==> src/rtl/spi_glue_regs.sv <==
// spi_glue_regs
//   Clock-domain back end for an SPI slave byte shifter. Resynchronises CS and
//   the shifter's octet flag into clk_i, decodes command/address/data frames,
//   holds an 8-bit register bank and supplies the next byte for MISO.
//
//   Frame: byte 0 = command (bit7 = 1 read, 0 write; bits[6:0] = start address),
//          following bytes = data (write) or don't-care (read); address
//          auto-increments with 7-bit wrap.
//
// Ports
//   clk_i        system clock (>= 16x SCK)
//   rst_n_i      asynchronous active-low reset
//   spi_cs_i     raw chip select, active low, asynchronous
//   new_octet_i  shifter flag, high while its bit counter == 7, asynchronous
//   rx_byte_i    shifter receive register
//   tx_byte_o    byte for the shifter to transmit next
//   regs_o       flat register bank, reg n at [8n+7:8n], reg 0 = ID_VALUE
//   wr_stb_o     one-clk pulse per accepted register write
//   wr_addr_o    address of the last write
//   wr_data_o    data of the last write
//   busy_o       high while a frame is active
module spi_glue_regs #(
   parameter int          NREGS    = 16,     // 2..128
   parameter logic [7:0]  ID_VALUE = 8'hA5
) (
   input  logic                 clk_i,
   input  logic                 rst_n_i,
   input  logic                 spi_cs_i,
   input  logic                 new_octet_i,
   input  logic [7:0]           rx_byte_i,
   output logic [7:0]           tx_byte_o,
   output logic [8*NREGS-1:0]   regs_o,
   output logic                 wr_stb_o,
   output logic [6:0]           wr_addr_o,
   output logic [7:0]           wr_data_o,
   output logic                 busy_o
);

   typedef enum logic [1:0] {IDLE, CMD, WR, RD} state_t;

   localparam logic [7:0] NREGS_W = 8'(NREGS);

   state_t                  state;
   logic [1:0]              cs_sync;
   logic [2:0]              oct_sync;
   logic [1:0]              warm;
   logic                    armed;
   logic [6:0]              ptr;
   logic [NREGS-1:1][7:0]   bank;

   logic cs_high, byte_done, byte_ok, wr_en;

   assign cs_high   = cs_sync[1];
   // Shifter flag drops on the 8th SCK edge, when rx_byte_i becomes complete.
   assign byte_done = oct_sync[2] & ~oct_sync[1];
   assign byte_ok   = byte_done & ~cs_high;
   assign wr_en     = byte_ok && (state == WR) && (ptr != 7'd0) &&
                      ({1'b0, ptr} < NREGS_W);

   function automatic logic [7:0] rd_data(input logic [6:0] a);
      logic [7:0] d;
      d = 8'h00;
      if (a == 7'd0) d = ID_VALUE;
      for (int i = 1; i < NREGS; i++)
         if (a == 7'(i)) d = bank[i];
      return d;
   endfunction

   always_ff @(posedge clk_i or negedge rst_n_i) begin
      if (!rst_n_i) begin
         cs_sync  <= 2'b11;
         oct_sync <= 3'b000;
         warm     <= 2'b00;
      end else begin
         cs_sync  <= {cs_sync[0], spi_cs_i};
         oct_sync <= {oct_sync[1:0], new_octet_i};
         warm     <= {warm[0], 1'b1};
      end
   end

   always_ff @(posedge clk_i or negedge rst_n_i) begin
      if (!rst_n_i) begin
         bank <= '0;
      end else begin
         for (int i = 1; i < NREGS; i++)
            if (wr_en && ptr == 7'(i)) bank[i] <= rx_byte_i;
      end
   end

   always_ff @(posedge clk_i or negedge rst_n_i) begin
      if (!rst_n_i) begin
         state     <= IDLE;
         tx_byte_o <= ID_VALUE;
         ptr       <= 7'd0;
         busy_o    <= 1'b0;
         wr_stb_o  <= 1'b0;
         wr_addr_o <= 7'd0;
         wr_data_o <= 8'h00;
         armed     <= 1'b0;
      end else begin
         wr_stb_o <= 1'b0;
         if (wr_en) begin
            wr_stb_o  <= 1'b1;
            wr_addr_o <= ptr;
            wr_data_o <= rx_byte_i;
         end
         if (cs_high) begin
            state     <= IDLE;
            busy_o    <= 1'b0;
            tx_byte_o <= ID_VALUE;
            // A reset inside a frame must not pick up that frame halfway:
            // only a CS-high seen with real (post-reset) samples re-arms.
            if (warm[1]) armed <= 1'b1;
         end else begin
            unique case (state)
               IDLE: if (armed) begin
                  state  <= CMD;
                  busy_o <= 1'b1;
               end
               CMD: if (byte_ok) begin
                  ptr <= rx_byte_i[6:0];
                  if (rx_byte_i[7]) begin
                     state     <= RD;
                     tx_byte_o <= rd_data(rx_byte_i[6:0]);
                  end else begin
                     state     <= WR;
                     tx_byte_o <= 8'h00;
                  end
               end
               WR: if (byte_ok) ptr <= ptr + 7'd1;
               RD: if (byte_ok) begin
                  ptr       <= ptr + 7'd1;
                  tx_byte_o <= rd_data(ptr + 7'd1);
               end
               default: state <= IDLE;
            endcase
         end
      end
   end

   for (genvar g = 0; g < NREGS; g++) begin : g_out
      if (g == 0) begin : g_id
         assign regs_o[7:0] = ID_VALUE;
      end else begin : g_reg
         assign regs_o[8*g +: 8] = bank[g];
      end
   end

endmodule

==> config.mk <==
export PLATFORM = sky130hd
export DESIGN_NAME = spi_glue_regs
export DESIGN_NICKNAME = d
export VERILOG_FILES = /design/src/rtl/spi_glue_regs.sv
export SDC_FILE = /design/constraint.sdc
export NUM_CORES = 1
export LEC_CHECK = 0
export CORE_UTILIZATION = 49
export DETAILED_ROUTE_END_ITERATION = 8
export PLACE_DENSITY = 0.9
export SYNTH_ARGS = -nofsm -noshare
export SYNTH_HDL_FRONTEND = slang
export SYNTH_SLANG_ARGS = --single-unit
export TNS_END_PERCENT = 30
==> constraint.sdc <==
create_clock -name clk_i -period 2.6 [get_ports clk_i]
set_input_delay 0.26 -clock clk_i [delete_from_list [all_inputs] [get_ports clk_i]]
set_output_delay 0.26 -clock clk_i [all_outputs]
set_load 0.02 [all_outputs]
Word level (Yosys, flattened, before mapping)
Index checks and enable logic that the tools add are counted.
Cells by class
  $add $sub $neg: 1
  $lt $le $gt $ge: 1
  equal/unequal tests: 53
  mux-type cells: 49
  bitwise gates (word level): 4
  reductions and logical operators: 33
Operators by type and width (count)
  8-bit 2-to-1 mux: 36
  7-bit by 4-bit equality test with 1-bit output, second input constant: 24
  7-bit by 3-bit equality test with 1-bit output, second input constant: 12
  7-bit by 2-bit equality test with 1-bit output, second input constant: 6
  7-bit by 1-bit equality test with 1-bit output, second input constant: 3
  1-bit logical AND: 18
  8-bit one-hot mux with 2 select lines: 1
  7-bit logical NOT: 2
  7-bit 2-to-1 mux: 2
  7-bit one-hot mux with 2 select lines: 1
  3-bit inequality test, second input constant: 3
  7-bit by 1-bit adder with 7-bit output, second input constant: 1
  7-bit by 5-bit less-than comparator with 1-bit output, second input constant: 1
  7-bit nonzero test: 1
  2-bit 2-to-1 mux: 3
  3-bit AND reduction: 2
  2-bit nonzero test: 3
  3-bit nonzero test: 2
  1-bit 2-to-1 mux: 5
  2-bit equality test, second input constant: 2
  2-bit one-hot mux with 2 select lines: 1
  2-bit AND reduction: 2
  4-bit AND reduction: 1
  1-bit AND: 2
  other kinds (6): 7
Word-level totals
  bits in registers: 162
  logic and storage cells: 167

Longest topological paths before layout
  word-level depth: 21
  mapped depth: 12
  gate-level depth less buffers: 9

Worst setup path after synthesis
No wires, ideal clock.
  path type: reg2reg
  from: reg ptr[1]
  to: reg bank, in the netlist regs_o[10]
  arrival time: 2371 ps
  setup slack: 104 ps
  stages on the path, launching flop included: 9
  path buffers: 3
  cell sequence: dfrtp_1 > buf_6 > inv_1 > ha_1 > clkbuf_1 > inv_1 > buf_1 > nor4_4 > mux2_2
Between the ends
  cells in the longest elaborated chain, start to end: 4
  elaborated cells between the ends (all ways): 6
RTL lines
  start: declaration: line 48  | logic [6:0] ptr;
  start signal: assignment: line 121  | ptr <= rx_byte_i[6:0];
  start signal: assignment: line 130  | WR: if (byte_ok) ptr <= ptr + 7'd1;
  start signal: assignment: line 132  | ptr <= ptr + 7'd1;
  parallel branches: the longest is 3 deep, another holds 7-bit by 5-bit less-than comparator with 1-bit output
  1-bit logical AND *: line 86  | if (wr_en && ptr == 7'(i)) bank[i] <= rx_byte_i;
  end signal: indexed assignment: line 86
  end: declaration: line 49  | logic [NREGS-1:1][7:0] bank;
Mark *: on every way between the ends.
A chain may end at the register's enable or synchronous reset.

Worst setup path in the final report
  from: reg ptr[0]
  to: reg tx_byte_o[0]
Between the ends
  cells in the longest elaborated chain, start to end: 21
  elaborated cells between the ends (all ways): 36
RTL lines
  7-bit by 1-bit adder with 7-bit output *: line 133  | tx_byte_o <= rd_data(ptr + 7'd1);
  7-bit logical NOT: line 63  | if (a == 7'd0) d = ID_VALUE;
  8-bit 2-to-1 mux: line 63
  8-bit 2-to-1 mux (14 in series): line 65  | if (a == 7'(i)) d = bank[i];
  8-bit 2-to-1 mux *: line 65
  8-bit 2-to-1 mux *: line 131  | RD: if (byte_ok) begin
  8-bit one-hot mux with 2 select lines *: line 115  | unique case (state)
  8-bit 2-to-1 mux *: line 107  | if (cs_high) begin
  end signal: assignment: line 124  | tx_byte_o <= rd_data(rx_byte_i[6:0]);
  end signal: assignment: line 133
  end: declaration: line 31  | output logic [7:0] tx_byte_o,
Mark *: on every way between the ends. The rest lies on a longest branch, timed or not. The select of a mux whose other input is x is not followed.

==> flow_summary.ini <==
[detailed_routing]
postRouteAntennaNets = 0
drt_iter0_drc = 1403
dr.pass1.iters = 6
route.detailed.vias_per_inst = 6.57
drc = 0
wl_per_cell_um = 26.4
drt_wl_total_um = 38800
vias = 9666

[clock_tree]
cts_root_buffer = clkbuf_16
cts_tree = built
cts_buffer_depth = 2
cts.reportedPaths.clkPinSlew_ns = 0.07
clock-sinks = 162
clk_latency_ns = 0.44
cts_made_buffers = 17
h-tree-depth = 4

[sta]
setup_violations = 2
period_share_pct = 101
slew_headroom_pct = 59.6
fin_setup_tns_ns = -0.0420
finalHoldViolations = 0
drv_slew = 0
rsz0062_at_grt = yes
tightest_slew_ns = 0.600
min_period_ns = 2.63
max_freq_mhz = 381
clock_skew_ns = 0.0116
layout_setup_ws_ns = -0.0261

[synthesis]
synth_edf_count = 0
yosys_warnings = 0
synth_seq_cells = 162
synth_most_common_cell = dfrtp_1
synth_common_cells = dfrtp_1 (156), nand2_1 (105), mux2_2 (97)
synthFlopType = dfrtp_1
yosys.area.top_type = dfrtp_1
synth_area_sq_mm = 0.00956
synth_top_area_share_pct = 40.8
async_reset_ff_share_pct = 100
synth_cell_types = 94
postSynthAreaPerCell_sq_um = 10.1
synthTopCellsByArea = dfrtp_1 (41%), mux2_2 (11%), nand2_1 (4.1%)
yosysSeqAreaShare_pct = 42.5
synth_cells = 946

[setup_path]
start_kind = register
arrival_ns = 3.00
crit_start = ptr[0]
end_kind = register
cp_max_fo = 12
r2r-start = ptr[0]
reg2reg_slack_ns = -0.03
required_ns = 2.97
ff2ff_path_depth = 12
rr_endpoint = tx_byte_o[0]
critPathKind = register to register
cp-endpoint = tx_byte_o[0]

[final_layout]
regArea_sq_mm = 0.00406
fin_cells = 1472
nFillCells = 1472
area_growth_pct = 36.4
multi_input_area_sq_mm = 0.00521
nNetsFinal = 1217
fin_util_pct = 69.0
layout-drive-gt1-share_pct = 28.2

[status]
violations = negative setup slack
status = finished with violations

[pwr]
ir_drop_mv = 0.472
p_leak_nw = 5.46
p_per_area_mw_per_mm2 = 586
finalPower_mw = 7.64

[place]
placed_cells = 1430
dp_hpwl_um = 29300
port_buffers = 156
place_congestion = 1.03

[floorplanning]
start_util_pct = 50.6
die_h_um = 142
die_w_um = 142
die_area_sq_mm = 0.0201
rows = 50
io_pins = 165
core_sq_mm = 0.0189

[global_routing]
grt_pass1_vias = 9432
grt_max_degree = 56
grt_use_total_pct = 39.4
grt_antenna_before_repair = 1
grt_pass1_wl_um = 58400
grt_overflow = 0

[run]
drv_cap = 0

[min_path]
hold_path_class = input port to register
## registers in the layout, indices dropped and copies added, names as in the netlist, 2 cells and up
name / count
wr_data_o: 8
wr_addr_o: 7
warm: 2
state: 2
tx_byte_o: 8
regs_o: 120
cs_sync: 2
oct_sync: 3
ptr: 7
## worst max-delay path, stage by stage, from the launching register on
cell       delay (ns)
dfrtp_1          0.43
buf_12           0.17
a211oi_4         0.23
buf_6            0.15
o211ai_4         0.09
buf_12           0.15
buf_12           0.15
a21oi_4          0.26
buf_4            0.16
a2bb2oi_1        0.10
o211ai_1         0.38
a211oi_1         0.13
o22ai_1          0.14
## area by class of cell
cell class | count | share of cell area, %
sequential | 162 | 31.1
timing repair buffer | 302 | 21.4
clock inverter | 13 | 1.09
inverter | 19 | 0.547
antenna | 1 | 0.0192
multi-input combinational | 697 | 39.9
clock buffer | 18 | 3.37
tap | 260 | 2.49
## where the power goes
part           internal, mW  leakage, nW  total, mW  switching [mW]
Combinational         0.932         3.30       2.30            1.36
Sequential             2.63         1.88       2.81           0.177
Clock                  1.38        0.281       2.53            1.16
## layout by cell type, fill, tap and decap left out, types with 21 or more instances in the layout
cell type	instances
clkdlybuf4s50_1	154
o22ai_1	29
buf_4	132
a21oi_1	40
mux2_2	97
dfrtp_1	156
o211ai_1	21
nand3_1	21
o21ai_0	57
nor2_1	55
nand2_1	105
## stage by stage
step / setup slack [ns] / hold slack, ns / cell area, sq um
after floorplan: 0.104 / -0.0356 / 9590
after global placement: -0.162 / 0.246 / 12200
after detailed placement: -0.178 / 0.256 / 12200
after CTS: -0.0250 / 0.229 / 12900
after global routing: -0.0940 / 0.230 / 13000
final: -0.0261 / 0.227 / 13000
## kinds of logic (layout without fill, tap and decap cells)
group,count (synthesis),count (layout),synth area share (%)
simple gates,257,257,13.5
fa+ha+maj,6,6,0.785
flops,162,162,42.5
other cells,2,10,0.0786
buf+inv,94,352,4.62
mux,124,124,14.8
compound gates,301,301,23.7
## worst min path at each step
| stage | from | to | slack [ns] | cells past startpoint |
|---|---|---|---|---|
| after CTS | spi_cs_i | cs_sync[0] | 0.23 | 1 |
| after global routing | spi_cs_i | cs_sync[0] | 0.23 | 1 |
| after global placement | rst_n_i | regs_o[61] | 0.25 | 1 |
| final | spi_cs_i | cs_sync[0] | 0.23 | 1 |
| after detailed placement | rst_n_i | regs_o[50] | 0.26 | 1 |
| after floorplan | rst_n_i | armed | -0.04 | 0 |
## what timing repair did
item	4_1_cts	5_1_grt
gates resized for setup	5	27
setup endpoints to repair	5	37
setup buffers	2	7
hold buffers	1	0
hold endpoints to repair	51	0
pin swaps	2	8
## routing by layer
layer	wire, um	vias up	GRT usage, %
met5	0	-	0
met4	1460	0	15.7
met3	4190	127	8.84
met2	17400	668	59.7
met1	15800	4803	54.8
li1	-	4068	-
Note: power is estimated with default switching activity, not from simulation.
